File: src/rtl/omsp_led_scroll_pkg.sv
// omsp_led_scroll_pkg: shared register map, bit indices and constants
// for the LED marquee peripheral (role of omsp_led_defines).
package omsp_led_scroll_pkg;

  typedef enum logic [1:0] {
    REG_CTRL = 2'd0,
    REG_RATE = 2'd1,
    REG_DATA = 2'd2,
    REG_STAT = 2'd3
  } reg_e;

  localparam int CTRL_EN    = 0;
  localparam int CTRL_HEX   = 1;
  localparam int CTRL_CLR   = 2;
  localparam int CTRL_BLINK = 3;

  localparam int STAT_FULL  = 8;
  localparam int STAT_EMPTY = 9;
  localparam int STAT_OVF   = 10;

  localparam logic [6:0] SEG_BLANK = 7'h00;

endpackage

File: src/rtl/omsp_led_scroll_seg7_dec.sv
// omsp_seg7_dec: nibble to 7-segment pattern, a=bit0 .. g=bit6.
// Purely combinational, used on the DATA write path.
module omsp_seg7_dec
  import omsp_led_scroll_pkg::*;
(
  input  logic [3:0] nib,
  output logic [6:0] seg
);

  // hex glyph lookup
  always_comb begin
    seg = SEG_BLANK;
    case (nib)
      4'h0: seg = 7'h3F;
      4'h1: seg = 7'h06;
      4'h2: seg = 7'h5B;
      4'h3: seg = 7'h4F;
      4'h4: seg = 7'h66;
      4'h5: seg = 7'h6D;
      4'h6: seg = 7'h7D;
      4'h7: seg = 7'h07;
      4'h8: seg = 7'h7F;
      4'h9: seg = 7'h6F;
      4'hA: seg = 7'h77;
      4'hB: seg = 7'h7C;
      4'hC: seg = 7'h39;
      4'hD: seg = 7'h5E;
      4'hE: seg = 7'h79;
      default: seg = 7'h71;
    endcase
  end

endmodule

File: src/rtl/omsp_led_scroll.sv
// omsp_led_scroll: 16-entry character buffer with 8-digit scrolling window.
// Optional blink support is built when LED_SCROLL_BLINK_EN is defined.
module omsp_led_scroll
  import omsp_led_scroll_pkg::*;
#(
  parameter logic [14:0] BASE_ADDR = 15'h00A0,
  parameter int          DEC_WD    = 3,
  parameter int          DEPTH     = 16,
  parameter int          PRE_WD    = 8
) (
  input  logic        mclk,
  input  logic        puc_rst,
  input  logic [13:0] per_addr,
  input  logic [15:0] per_din,
  input  logic        per_en,
  input  logic [1:0]  per_we,
  output logic [15:0] per_dout,
  output logic [63:0] disp,
  output logic        disp_upd
);

  localparam int AW = $clog2(DEPTH);
  localparam int CW = AW + 1;

  logic              reg_sel, reg_wr, reg_rd;
  reg_e              reg_ofs;
  logic              ctrl_wr, data_wr, stat_w1c, clr;
  logic              en, hex, ovf, full, empty;
  logic [15:0]       rate;
  logic [CW-1:0]     count, cnt_nxt, win, win_lim, idx;
  logic [PRE_WD-1:0] pre_cnt;
  logic [15:0]       step_cnt;
  logic              tick, append, ovf_set, upd_pend;
  logic [6:0]        seg_code, code;
  logic [6:0]        buf_mem [DEPTH];
  logic [63:0]       img;
  logic              blink, phase;

  assign reg_sel = per_en &
    (per_addr[13:DEC_WD-1] == BASE_ADDR[14:DEC_WD]);
  assign reg_ofs = reg_e'(per_addr[1:0]);
  assign reg_wr  = reg_sel & (|per_we);
  assign reg_rd  = reg_sel & ~(|per_we);

  assign ctrl_wr  = reg_wr & (reg_ofs == REG_CTRL) & per_we[0];
  assign data_wr  = reg_wr & (reg_ofs == REG_DATA) & per_we[0];
  assign stat_w1c = reg_wr & (reg_ofs == REG_STAT) & per_we[1]
                  & per_din[STAT_OVF];
  assign clr      = ctrl_wr & per_din[CTRL_CLR];

  assign full    = (count == CW'(DEPTH));
  assign empty   = (count == '0);
  assign append  = data_wr & ~clr & ~full;
  assign ovf_set = data_wr & ~clr & full;
  assign cnt_nxt = count + CW'(append);
  assign win_lim = cnt_nxt - CW'(8);
  assign tick    = en & (&pre_cnt) & (step_cnt == rate);

  omsp_seg7_dec u_dec (
    .nib (per_din[3:0]),
    .seg (seg_code)
  );

  assign code = hex ? seg_code : per_din[6:0];

  // control and rate registers, sticky overflow flag
  always_ff @(posedge mclk or posedge puc_rst) begin
    if (puc_rst) begin
      en   <= 1'b0;
      hex  <= 1'b0;
      rate <= 16'h0000;
      ovf  <= 1'b0;
    end else begin
      if (ctrl_wr) begin
        en  <= per_din[CTRL_EN];
        hex <= per_din[CTRL_HEX];
      end
      if (reg_wr && reg_ofs == REG_RATE) begin
        if (per_we[0]) rate[7:0]  <= per_din[7:0];
        if (per_we[1]) rate[15:8] <= per_din[15:8];
      end
      ovf <= (ovf & ~stat_w1c) | ovf_set;
    end
  end

  // character buffer storage
  always_ff @(posedge mclk or posedge puc_rst) begin
    if (puc_rst) begin
      for (int i = 0; i < DEPTH; i++) buf_mem[i] <= SEG_BLANK;
    end else if (append) begin
      buf_mem[count[AW-1:0]] <= code;
    end
  end

  // prescaler and rate divider producing the scroll tick
  always_ff @(posedge mclk or posedge puc_rst) begin
    if (puc_rst) begin
      pre_cnt  <= '0;
      step_cnt <= '0;
    end else if (!en) begin
      pre_cnt  <= '0;
      step_cnt <= '0;
    end else begin
      pre_cnt <= pre_cnt + PRE_WD'(1);
      if (&pre_cnt) step_cnt <= tick ? 16'h0000 : step_cnt + 16'h0001;
    end
  end

  // fill level and window position; step sees post-append count
  always_ff @(posedge mclk or posedge puc_rst) begin
    if (puc_rst) begin
      count <= '0;
      win   <= '0;
    end else if (clr) begin
      count <= '0;
      win   <= '0;
    end else begin
      count <= cnt_nxt;
      if (tick && cnt_nxt > CW'(8))
        win <= (win == win_lim) ? '0 : win + CW'(1);
    end
  end

`ifdef LED_SCROLL_BLINK_EN
  // blink enable and phase, phase flips on every tick
  always_ff @(posedge mclk or posedge puc_rst) begin
    if (puc_rst) begin
      blink <= 1'b0;
      phase <= 1'b0;
    end else begin
      if (ctrl_wr) blink <= per_din[CTRL_BLINK];
      phase <= blink & (phase ^ tick);
    end
  end
`else
  assign blink = 1'b0;
  assign phase = 1'b0;
`endif

  // 8-digit image of the current window
  always_comb begin
    img = '0;
    idx = '0;
    for (int i = 0; i < 8; i++) begin
      idx = win + CW'(i);
      if (idx < count) img[8*i +: 7] = buf_mem[idx[AW-1:0]];
    end
    if (phase) img = '0;
  end

  // reload disp one cycle after any display-affecting event
  always_ff @(posedge mclk or posedge puc_rst) begin
    if (puc_rst) begin
      upd_pend <= 1'b0;
      disp_upd <= 1'b0;
      disp     <= '0;
    end else begin
      upd_pend <= tick | append | clr | ctrl_wr;
      disp_upd <= upd_pend;
      if (upd_pend) disp <= img;
    end
  end

  // register read mux
  always_comb begin
    per_dout = 16'h0000;
    if (reg_rd) begin
      unique case (reg_ofs)
        REG_CTRL: begin
          per_dout[CTRL_EN]    = en;
          per_dout[CTRL_HEX]   = hex;
          per_dout[CTRL_BLINK] = blink;
        end
        REG_RATE: per_dout = rate;
        REG_DATA: per_dout = 16'h0000;
        REG_STAT: begin
          per_dout             = 16'(count);
          per_dout[STAT_FULL]  = full;
          per_dout[STAT_EMPTY] = empty;
          per_dout[STAT_OVF]   = ovf;
        end
      endcase
    end
  end

endmodule

File: config.mk
export PLATFORM = sky130hd
export DESIGN_NAME = omsp_led_scroll
export DESIGN_NICKNAME = d
export VERILOG_FILES = /design/src/rtl/omsp_led_scroll_pkg.sv /design/src/rtl/omsp_led_scroll_seg7_dec.sv /design/src/rtl/omsp_led_scroll.sv
export SDC_FILE = /design/constraint.sdc
export NUM_CORES = 1
export LEC_CHECK = 0
export BUFFER_PORTS_ARGS = -buffer_cell sky130_fd_sc_hd__buf_2
export CAP_MARGIN = 20
export CORE_AREA = 2 2 195 178
export DETAILED_ROUTE_END_ITERATION = 6
export DIE_AREA = 0 0 197 180
export PLACE_DENSITY = 0.68
export SETUP_SLACK_MARGIN = 0.4
export SLEW_MARGIN = 20
export SYNTH_ARGS = -nofsm -noshare
export SYNTH_HDL_FRONTEND = slang
export SYNTH_SLANG_ARGS = --single-unit
export TNS_END_PERCENT = 50
File: constraint.sdc
create_clock -name mclk -period 19.8 [get_ports mclk]
set_clock_uncertainty 0.1 [all_clocks]
set_input_delay 1.98 -clock mclk [delete_from_list [all_inputs] [get_ports mclk]]
set_output_delay 1.98 -clock mclk [all_outputs]
set_load 0.01 [all_outputs]
Word level (Yosys, flattened, before mapping)

Memories as Yosys holds them, arrays and structs flattened.
Index checks and enable logic that the tools add are counted.

Memory bits (read-only): 112
Memory bits (writable): 0
Bits in latches: 0
Register bits after elaboration: 223
Logic and storage cells: 161
Memories: 1
Output and inout port bits: 81

Memory list:

| name            | words | bits a word | rd ports | clocked after memory_dff | wr ports | line                           | source |
|---|---|---|---|---|---|---|---|
| (no name shown) | 16    | 7           | 1        | 0                        | 0        | omsp_led_scroll_seg7_dec.sv:13 | `case (nib)` |

Bitwise logic cells: 34
Equality and inequality tests: 8
Shift operators: 0
Magnitude comparators: 19
Add/subtract/negate cells: 11
Multiply operators: 0
Divide/modulo/power cells: 0
Muxes and demuxes: 49
Reduce and logical (&&, ||, !) cells: 11

Operators with widths:

| operator                                                               | count |
|---|---|
| 7-bit binary-select mux with 4-bit select                              | 8 |
| 7-bit 2-to-1 mux                                                       | 26 |
| 112-bit bitwise mux                                                    | 1 |
| 16-bit 2-to-1 mux                                                      | 4 |
| 5-bit greater-or-equal comparator, second input constant               | 9 |
| 4-bit inverter with 5-bit output                                       | 9 |
| 5-bit less-than comparator                                             | 8 |
| 7-bit demux with 4-bit select                                          | 1 |
| 12-bit one-hot mux with 2 select lines                                 | 1 |
| 5-bit by 3-bit adder with 5-bit output, second input constant          | 4 |
| 5-bit 2-to-1 mux                                                       | 4 |
| 1-bit bitwise AND                                                      | 17 |
| 16-bit by 1-bit adder with 16-bit output, second input constant        | 1 |
| 16-bit equality test                                                   | 1 |
| 12-bit by 5-bit equality test with 1-bit output, second input constant | 1 |
| 5-bit by 2-bit adder with 5-bit output, second input constant          | 2 |
| 8-bit by 1-bit adder with 8-bit output, second input constant          | 1 |
| 8-bit 2-to-1 mux                                                       | 1 |
| 2-bit one-hot mux with 4 select lines                                  | 1 |
| 8-bit AND reduction                                                    | 1 |
| 5-bit by 1-bit adder with 5-bit output                                 | 1 |
| 5-bit by 1-bit adder with 5-bit output, second input constant          | 1 |
| 5-bit equality test                                                    | 1 |
| 5-bit equality test, second input constant                             | 1 |
| other kinds (16)                                                       | 27 |

Logic depth before layout (Yosys ltp)

Gate-level depths: netlist of the first run.

Depth after elaboration: 15
Gate-level depth with buffers: 15
Depth with buffers taken out: 13

Hierarchy

A second synthesis of the first run with hierarchy kept.

Cell total of the unflattened synthesis: 1224
Area total of the unflattened synthesis: 14421.3 sq um

By module, submodules not included:

| module          | cells each | area each (sq um) | instances | sequential area each (sq um) |
|---|---|---|---|---|
| omsp_led_scroll | 1191       | 14127.3           | 1         | 5580.4 |
| omsp_seg7_dec   | 33         | 294.0             | 1         | 0.0 |

Worst setup path before layout of the first run

No wires, ideal clock.

Path kind: input to output
From: in per_addr[11]
To: out per_dout[11]
Arrival: 3403 ps
Path buffers: 2
Stages: 7
Data required time: 17720 ps
Path slack: 14317 ps
Cells stage by stage: nor4_1 -> and4_1 -> buf_2 -> buf_2 -> nand2_1 -> nor3b_1 -> and2_1

Longest elaborated chain between the ends: 4

RTL lines:

| item                                            | line                   | source |
|---|---|---|
| from (decl)                                     | omsp_led_scroll.sv:13  | `input logic [13:0] per_addr,` |
| 12-bit by 5-bit equality test with 1-bit output | omsp_led_scroll.sv:40  | `(per_addr[13:DEC_WD-1] == BASE_ADDR[14:DEC_WD]);` |
| 1-bit bitwise AND                               | omsp_led_scroll.sv:39  | `assign reg_sel = per_en &` |
| 1-bit bitwise AND                               | omsp_led_scroll.sv:43  | `assign reg_rd = reg_sel & ~(\|per_we);` |
| 16-bit 2-to-1 mux                               | omsp_led_scroll.sv:167 | `if (reg_rd) begin` |
| to (decl)                                       | omsp_led_scroll.sv:17  | `output logic [15:0] per_dout,` |

Every way passes these cells.

Worst setup path in the final report of the first run

From: in per_addr[11]
To: out per_dout[14]

Same word-level chain as after synthesis.

==> results of run 1 <==
[final cells by class]
| cell class | instances | area [um2] | area share (%) |
|---|---|---|---|
| multi-input cells | 897 | 8620 | 52.4 |
| flip-flops and latches | 223 | 5590 | 34.0 |
| clock inverters | 4 | 25.0 | 0.152 |
| well taps | 429 | 537 | 3.26 |
| clock buffers | 38 | 747 | 4.54 |
| inverters | 61 | 241 | 1.47 |
| repair buffers | 126 | 686 | 4.17 |
| diodes | 1 | 2.50 | 0.0152 |
[Yosys cell counts, types with 3 or more instances]
cell type | count | area share (%)
dfrtp_1 | 223 | 38
o21ai_0 | 222 | 7.5
mux4_2 | 141 | 21
nand2_1 | 69 | 1.7
inv_1 | 55 | 1.4
clkbuf_1 | 49 | 1.2
ha_1 | 49 | 4.1
mux2i_1 | 44 | 3.0
xnor2_1 | 36 | 2.1
nor2_1 | 34 | 0.86
o2bb2ai_1 | 28 | 1.7
buf_2 | 25 | 0.84
nand3_1 | 25 | 0.84
mux2_2 | 22 | 1.7
a21oi_1 | 20 | 0.68
a32o_1 | 18 | 1.2
a22o_1 | 17 | 1.0
and2_1 | 15 | 0.63
mux4_1 | 13 | 2.3
a21o_1 | 12 | 0.61
buf_4 | 12 | 0.61
nand4_1 | 12 | 0.51
xor2_1 | 12 | 0.71
and3_1 | 8 | 0.34
nor3_1 | 8 | 0.27
a31oi_1 | 6 | 0.25
nand2b_1 | 6 | 0.25
nor4_1 | 6 | 0.25
o31ai_1 | 6 | 0.30
or2_0 | 6 | 0.25
a211o_1 | 5 | 0.30
a211oi_1 | 5 | 0.25
buf_6 | 5 | 0.38
nor2b_1 | 5 | 0.21
buf_1 | 4 | 0.10
inv_2 | 4 | 0.10
nor4b_1 | 4 | 0.24
o21ai_1 | 4 | 0.14
nor3b_1 | 3 | 0.15
[metal layers]
layer	vias to the layer above	GRT usage [%]	wire, um
met5	-	0	11
met3	89	7.34	5070
met4	2	7.61	1290
met1	5916	34.6	17500
li1	5009	-	-
met2	667	37.5	19800
[through the flow]
stage | std cells | hold slack [ns] | total power [mW] | worst slack [ns] | area (um2)
final | 1779 | 0.293 | 0.952 | 13.69 | 16400
after global routing | 1778 | 0.305 | 0.978 | 13.42 | 16400
after CTS | 1778 | 0.295 | 0.956 | 13.71 | 16400
after detailed placement | 1736 | 0.282 | 0.511 | 13.72 | 15600
after global placement | 1736 | 0.285 | 0.510 | 13.87 | 15600
after floorplan | 1277 | 0.273 | 0.499 | 11.61 | 14800
[worst max-delay path: cells and delay by family]
family                 cells  cell delay [ns]
buffers and inverters      2             0.23
and+or+nand+nor            5             1.82
[registers in the layout, summed over array words and instances (netlist names)]
register / cells
upd_pend: 1
buf_mem: 112
ovf: 1
disp: 56
step_cnt: 16
disp_upd: 1
count: 5
en: 1
hex: 1
pre_cnt: 8
rate: 16
win: 5
[power breakdown]
part	switching, mW	internal, mW
Clock	0.191	0.258
Sequential	0.00530	0.461
Combinational	0.0247	0.0114
[cell usage in the layout, fill, tap and decap left out, drive strengths merged, types with 7 or more instances in the layout]
cell type and n:
o21ai 226, dfrtp 223, or2 7, a21oi 20, buf 126, nor4 7
mux2i 44, xor2 12, a32o 18, nor2 34, and3 8, nand3 26
mux2 22, nand2 69, a22o 17, conb 8, and2 15, inv 58
nand4 12, mux4 154, a21o 12, xnor2 36, ha 49, o2bb2ai 28
clkbuf 38, nor3 8
[cell families after synthesis]
family	Yosys count	share of synthesized area [%]
AOI/OAI and AO/OA	357	14.8
DFF	223	37.6
muxes	220	28.4
and+or+nand+nor	215	7.39
buffers and inverters	157	4.82
adders and majority gates	49	4.14
xor gates and xnor gates	48	2.84
other	1	0.0253
[worst max path at each step]
stage | endpoint | slack (ns) | cells past startpoint
finish | per_dout[14] | 13.69 | 7
global route | per_dout[15] | 13.42 | 7
CTS | per_dout[6] | 13.71 | 7
detailed placement | per_dout[6] | 13.72 | 7
global placement | per_dout[11] | 13.87 | 7
floorplan | buf_mem[0]$_DFFE_PP0P_ | 11.61 | 1
==> metrics.md, run 1 <==
| Metric | Value |
|---|---|
| Status | `complete, no violations` |
| Setup bufs post-CTS | `0` |
| Clock transition at path regs | `0.06 ns` |
| Root Driver | `clkbuf_16` |
| Core area | `33500 um2` |
| Final setup vio count | `0` |
| Detail Route Antenna Nets | `0` |
| H-tree levels | `1` |
| RSZ-0062 raised after global routing | `no` |
| Chip Height | `180 um` |
| Fin. max-slew vios | `0` |
| # port buffers | `107` |
| Actual slew at the worst max-slew pin | `1.12 ns` |
| Worst reg-to-reg setup slack | `15.19 ns` |
| Chip width | `197 um` |
| Critical path startpoint | `per_addr[11]` |
| Number of max-cap violations | `0` |
| Post-synth EDFFs | `0` |
| Hold buffer count at CTS | `0` |
| Cells after Synth | `1270` |
| Grt ovf | `0` |
| Starting Density | `44.3%` |
| Peak supply drop | `0.0555 mV` |
| Syn avg cell area | `11.7 um2` |
| Routed len/inst | `24.6 um` |
| FF+latch count, synth | `223` |
| Critical path startpoint category | `input pin` |
| Util after Layout | `49.1%` |
| CTS tree | `done` |
| Synth Warn # | `0` |
| Peak fanout along the critical path | `15` |
| Vias in the first global route | `11100` |
| PwrDens | `57.9 nW/um2` |
| FF-to-FF path depth | `9` |
| Relative slew slack | `25.1%` |
| Main synth FF type | `dfrtp_1` |
| First-pass GRT wire length | `68100 um` |
| Required time of the worst setup path | `17.72 ns` |
| Final WL | `43700 um` |
| Max Root-Sink Buffers | `3` |
| Slowest CP cell | `and4_1` |
| Initial antenna violation count | `3` |
| FF-to-FF End | `disp[41]$_DFFE_PP0P_` |
| CTS buffer count | `26` |
| Setup crit end kind | `output port` |
| Io pins | `116` |
| Ys async rst share | `100%` |
| Hold Path Depth | `0` |
| Fillers | `3000` |
| DR iter-0 viols | `1418` |
| WHS Endpoint | `disp_upd$_DFF_PP0_` |
| Gr usage total | `24.8%` |
| Final period util | `30.8%` |
| Critical Path, Cell by Cell | `buf_2 -> nor4_1 -> and4_1 -> nand2_1 -> nor3b_1 -> and2_1 -> buf_2` |
| Die area | `35500 um2` |
| Most used cell, CP | `buf_2` |
| Hold WC Path Type | `reg2reg` |
| Seq/Total Area, Yosys | `37.6%` |
| Post-DP HPWL | `31300 um` |
| Largest net degree at the start of global routing | `144` |
| Arrival @ worst endpoint | `4.03 ns` |
| Hold path start | `upd_pend$_DFF_PP0_` |
| Sum Neg Setup Slack | `0 ns` |
| Max Clock Freq | `164 MHz` |
| Clock sink total | `223` |
| Via count | `11700` |
| GPL Wtd Cong | `0.910` |
| # DRC | `0` |
| Final nets | `1419` |
| Clock Latency Late Sink | `0.54 ns` |
| Pre-antenna DRT Iters | `5` |
| LEAKAGE | `7.15 nW` |
| Post-cts resize count | `0` |
| Distinct cell type count after synthesis | `63` |
| FP Rows | `64` |
| Final hold violation count | `0` |
| Post-Syn Area | `14800 um2` |
| CP max stage delay | `0.62 ns` |
| Minimum clock period | `6.11 ns` |
| Layout cell share with drive strength beyond 1 | `25.5%` |
| Reg-to-Reg Start | `win[1]$_DFFE_PP0P_` |
| Synth-to-layout area growth | `11.0%` |
| Crit path kind | `in2out` |
| Vias/cell | `6.57` |
Note: power is estimated with default switching activity, not from simulation.
==> run 2, diff against run 1 <==
Settings changed: PLACE_DENSITY 0.68 to 0.7.
Clock period 19.8 ns to 5.6 ns, I/O delays scaled along.
==> metrics.md, run 2 (synthesis results as in run 1) <==
| Metric | Value |
|---|---|
| RSZ-0062 raised after global routing | `no` |
| Routed len/inst | `24.3 um` |
| Vias/cell | `6.56` |
| Commonest non-fill, non-tap cell in the layout | `o21ai_0` |
| Synth-to-layout area growth | `11.7%` |
| Core area | `33500 um2` |
| Final hold violation count | `0` |
| Multi-input gate area | `8600 um2` |
| Hold buffer count at CTS | `0` |
| Largest net degree at the start of global routing | `138` |
| Io pins | `116` |
| Util after Layout | `49.5%` |
| CTS tree | `done` |
| Final nets | `1424` |
| Die area | `35500 um2` |
| Cell Count, Final, Fillers Out | `1788` |
| Post-cts resize count | `0` |
| Root Driver | `clkbuf_16` |
| Actual slew at the worst max-slew pin | `1.10 ns` |
| Relative slew slack | `26.0%` |
| H-tree levels | `1` |
| Register area | `5590 um2` |
| Fin. max-slew vios | `0` |
| Slowest CP cell | `nand2_1` |
| Largest registers | `buf_mem: 112 flops, disp: 56 flops` |
| Clock Latency Late Sink | `0.53 ns` |
| Most flops, register | `buf_mem` |
| LEAKAGE | `7.21 nW` |
| FP Rows | `64` |
| Chip width | `197 um` |
| Final critical-path setup slack | `1.29 ns` |
| Sum Neg Setup Slack | `0 ns` |
| Final period util | `77.0%` |
| Clock transition at path regs | `0.06 ns` |
| Minimum clock period | `4.31 ns` |
| Dpl ws | `1.06 ns` |
| Grt ovf | `0` |
| Pre-antenna DRT Iters | `5` |
| Chip Height | `180 um` |
| Vias in the first global route | `11200` |
| Clock sink total | `223` |
| Max Clock Freq | `232 MHz` |
| CP max stage delay | `0.64 ns` |
| Required time of the worst setup path | `5.92 ns` |
| Detail Route Antenna Nets | `0` |
| Peak fanout along the critical path | `26` |
| Initial antenna violation count | `2` |
| Via count | `11700` |
| Max Root-Sink Buffers | `3` |
| Post-DP HPWL | `31400 um` |
| Final setup vio count | `0` |
| First-pass GRT wire length | `67900 um` |
| PwrDens | `209 nW/um2` |
| DR iter-0 viols | `1482` |
| Inst Count DP | `1739` |
| CTS buffer count | `26` |
| Most frequent cells in the layout | `222 x o21ai_0, 220 x dfrtp_1, 141 x mux4_2` |
| Critical Path, Cell by Cell | `inv_1 -> nand2_1 -> nor2_1 -> a21boi_0 -> ha_1 -> ha_1 -> nand2_1 -> xnor2_1 -> ha_1 -> xnor2_1 -> nor4_1 -> nand2_1 -> a32o_1` |
| Peak supply drop | `0.197 mV` |
| # port buffers | `107` |
| Layout cell share with drive strength beyond 1 | `25.7%` |
| Crit path kind | `reg2reg` |
| GPL Wtd Cong | `0.955` |
| Final WL | `43500 um` |
| # DRC | `0` |
| Fillers | `2907` |
| Gr usage total | `24.6%` |
| Max reg flops | `112` |
| Arrival @ worst endpoint | `4.64 ns` |
| Hold WC Path Type | `in2reg` |
| Status | `complete, no violations` |
| Setup bufs post-CTS | `0` |
| Critical path startpoint category | `flop` |
| Number of max-cap violations | `0` |
| Starting Density | `44.3%` |
| Setup crit end kind | `flop` |
==> run 2: final timing paths <==
check / start / endpoint / slack (ns) / depth (start not counted)
max in group asynchronous: puc_rst / buf_mem[29]$_DFFE_PP0P_ / 3.85 / 5
max: count[3]$_DFF_PP0_ / win[1]$_DFFE_PP0P_ / 1.29 / 13
max reg2reg: count[3]$_DFF_PP0_ / win[1]$_DFFE_PP0P_ / 1.29 / 13
min reg2reg: upd_pend$_DFF_PP0_ / disp_upd$_DFF_PP0_ / 0.33 / 0
min in group asynchronous: puc_rst / disp_upd$_DFF_PP0_ / 0.42 / 3
min: per_din[13] / rate[13]$_DFFE_PP0P_ / 0.16 / 2
==> run 2: where the power goes <==
part / total, mW / internal, mW / leakage [nW] / switching, mW
Clock: 1.69 / 1.01 / 0.411 / 0.672
Sequential: 1.65 / 1.63 / 3.05 / 0.0204
Combinational: 0.130 / 0.0433 / 3.75 / 0.0871
==> run 2: per-stage QoR <==
stage	hold WS (ns)	area [um2]	total power, mW
finish	0.161	16600	3.47
global placement	0.314	15700	1.81
CTS	0.150	16500	3.48
detailed placement	0.328	15700	1.81
global route	0.165	16600	3.57
floorplan	0.273	14900	1.77
==> run 2: final cells by class <==
type                            instances  share of cell area (%)
Timing Repair Buffer                  131                    4.59
Multi-Input combinational cell        897                    51.9
Clock buffer                           40                    4.56
Inverter                               61                    1.41
Sequential cell                       223                    33.7
Antenna cell                            1                  0.0151
Tap cell                              429                    3.24
Clock inverter                          6                   0.506
==> run 2: layer usage <==
metal	vias up	global-route usage [%]	routed length [um]
met3	120	6.66	4860
met2	675	36.9	19400
met4	0	9.50	1870
met5	-	0	0
li1	5024	-	-
met1	5911	34.2	17400
==> run 2: critical path, delay by kind of cell, from the launching register on <==
kind                     cells  cell delay [ns]
AO/OA/AOI/OAI                2             0.43
flip-flops                   1             0.45
buffers and inverters        1             0.45
XOR/XNOR                     2             0.29
adder cells (fa/ha/maj)      3             0.79
AND/OR/NAND/NOR              5             1.70
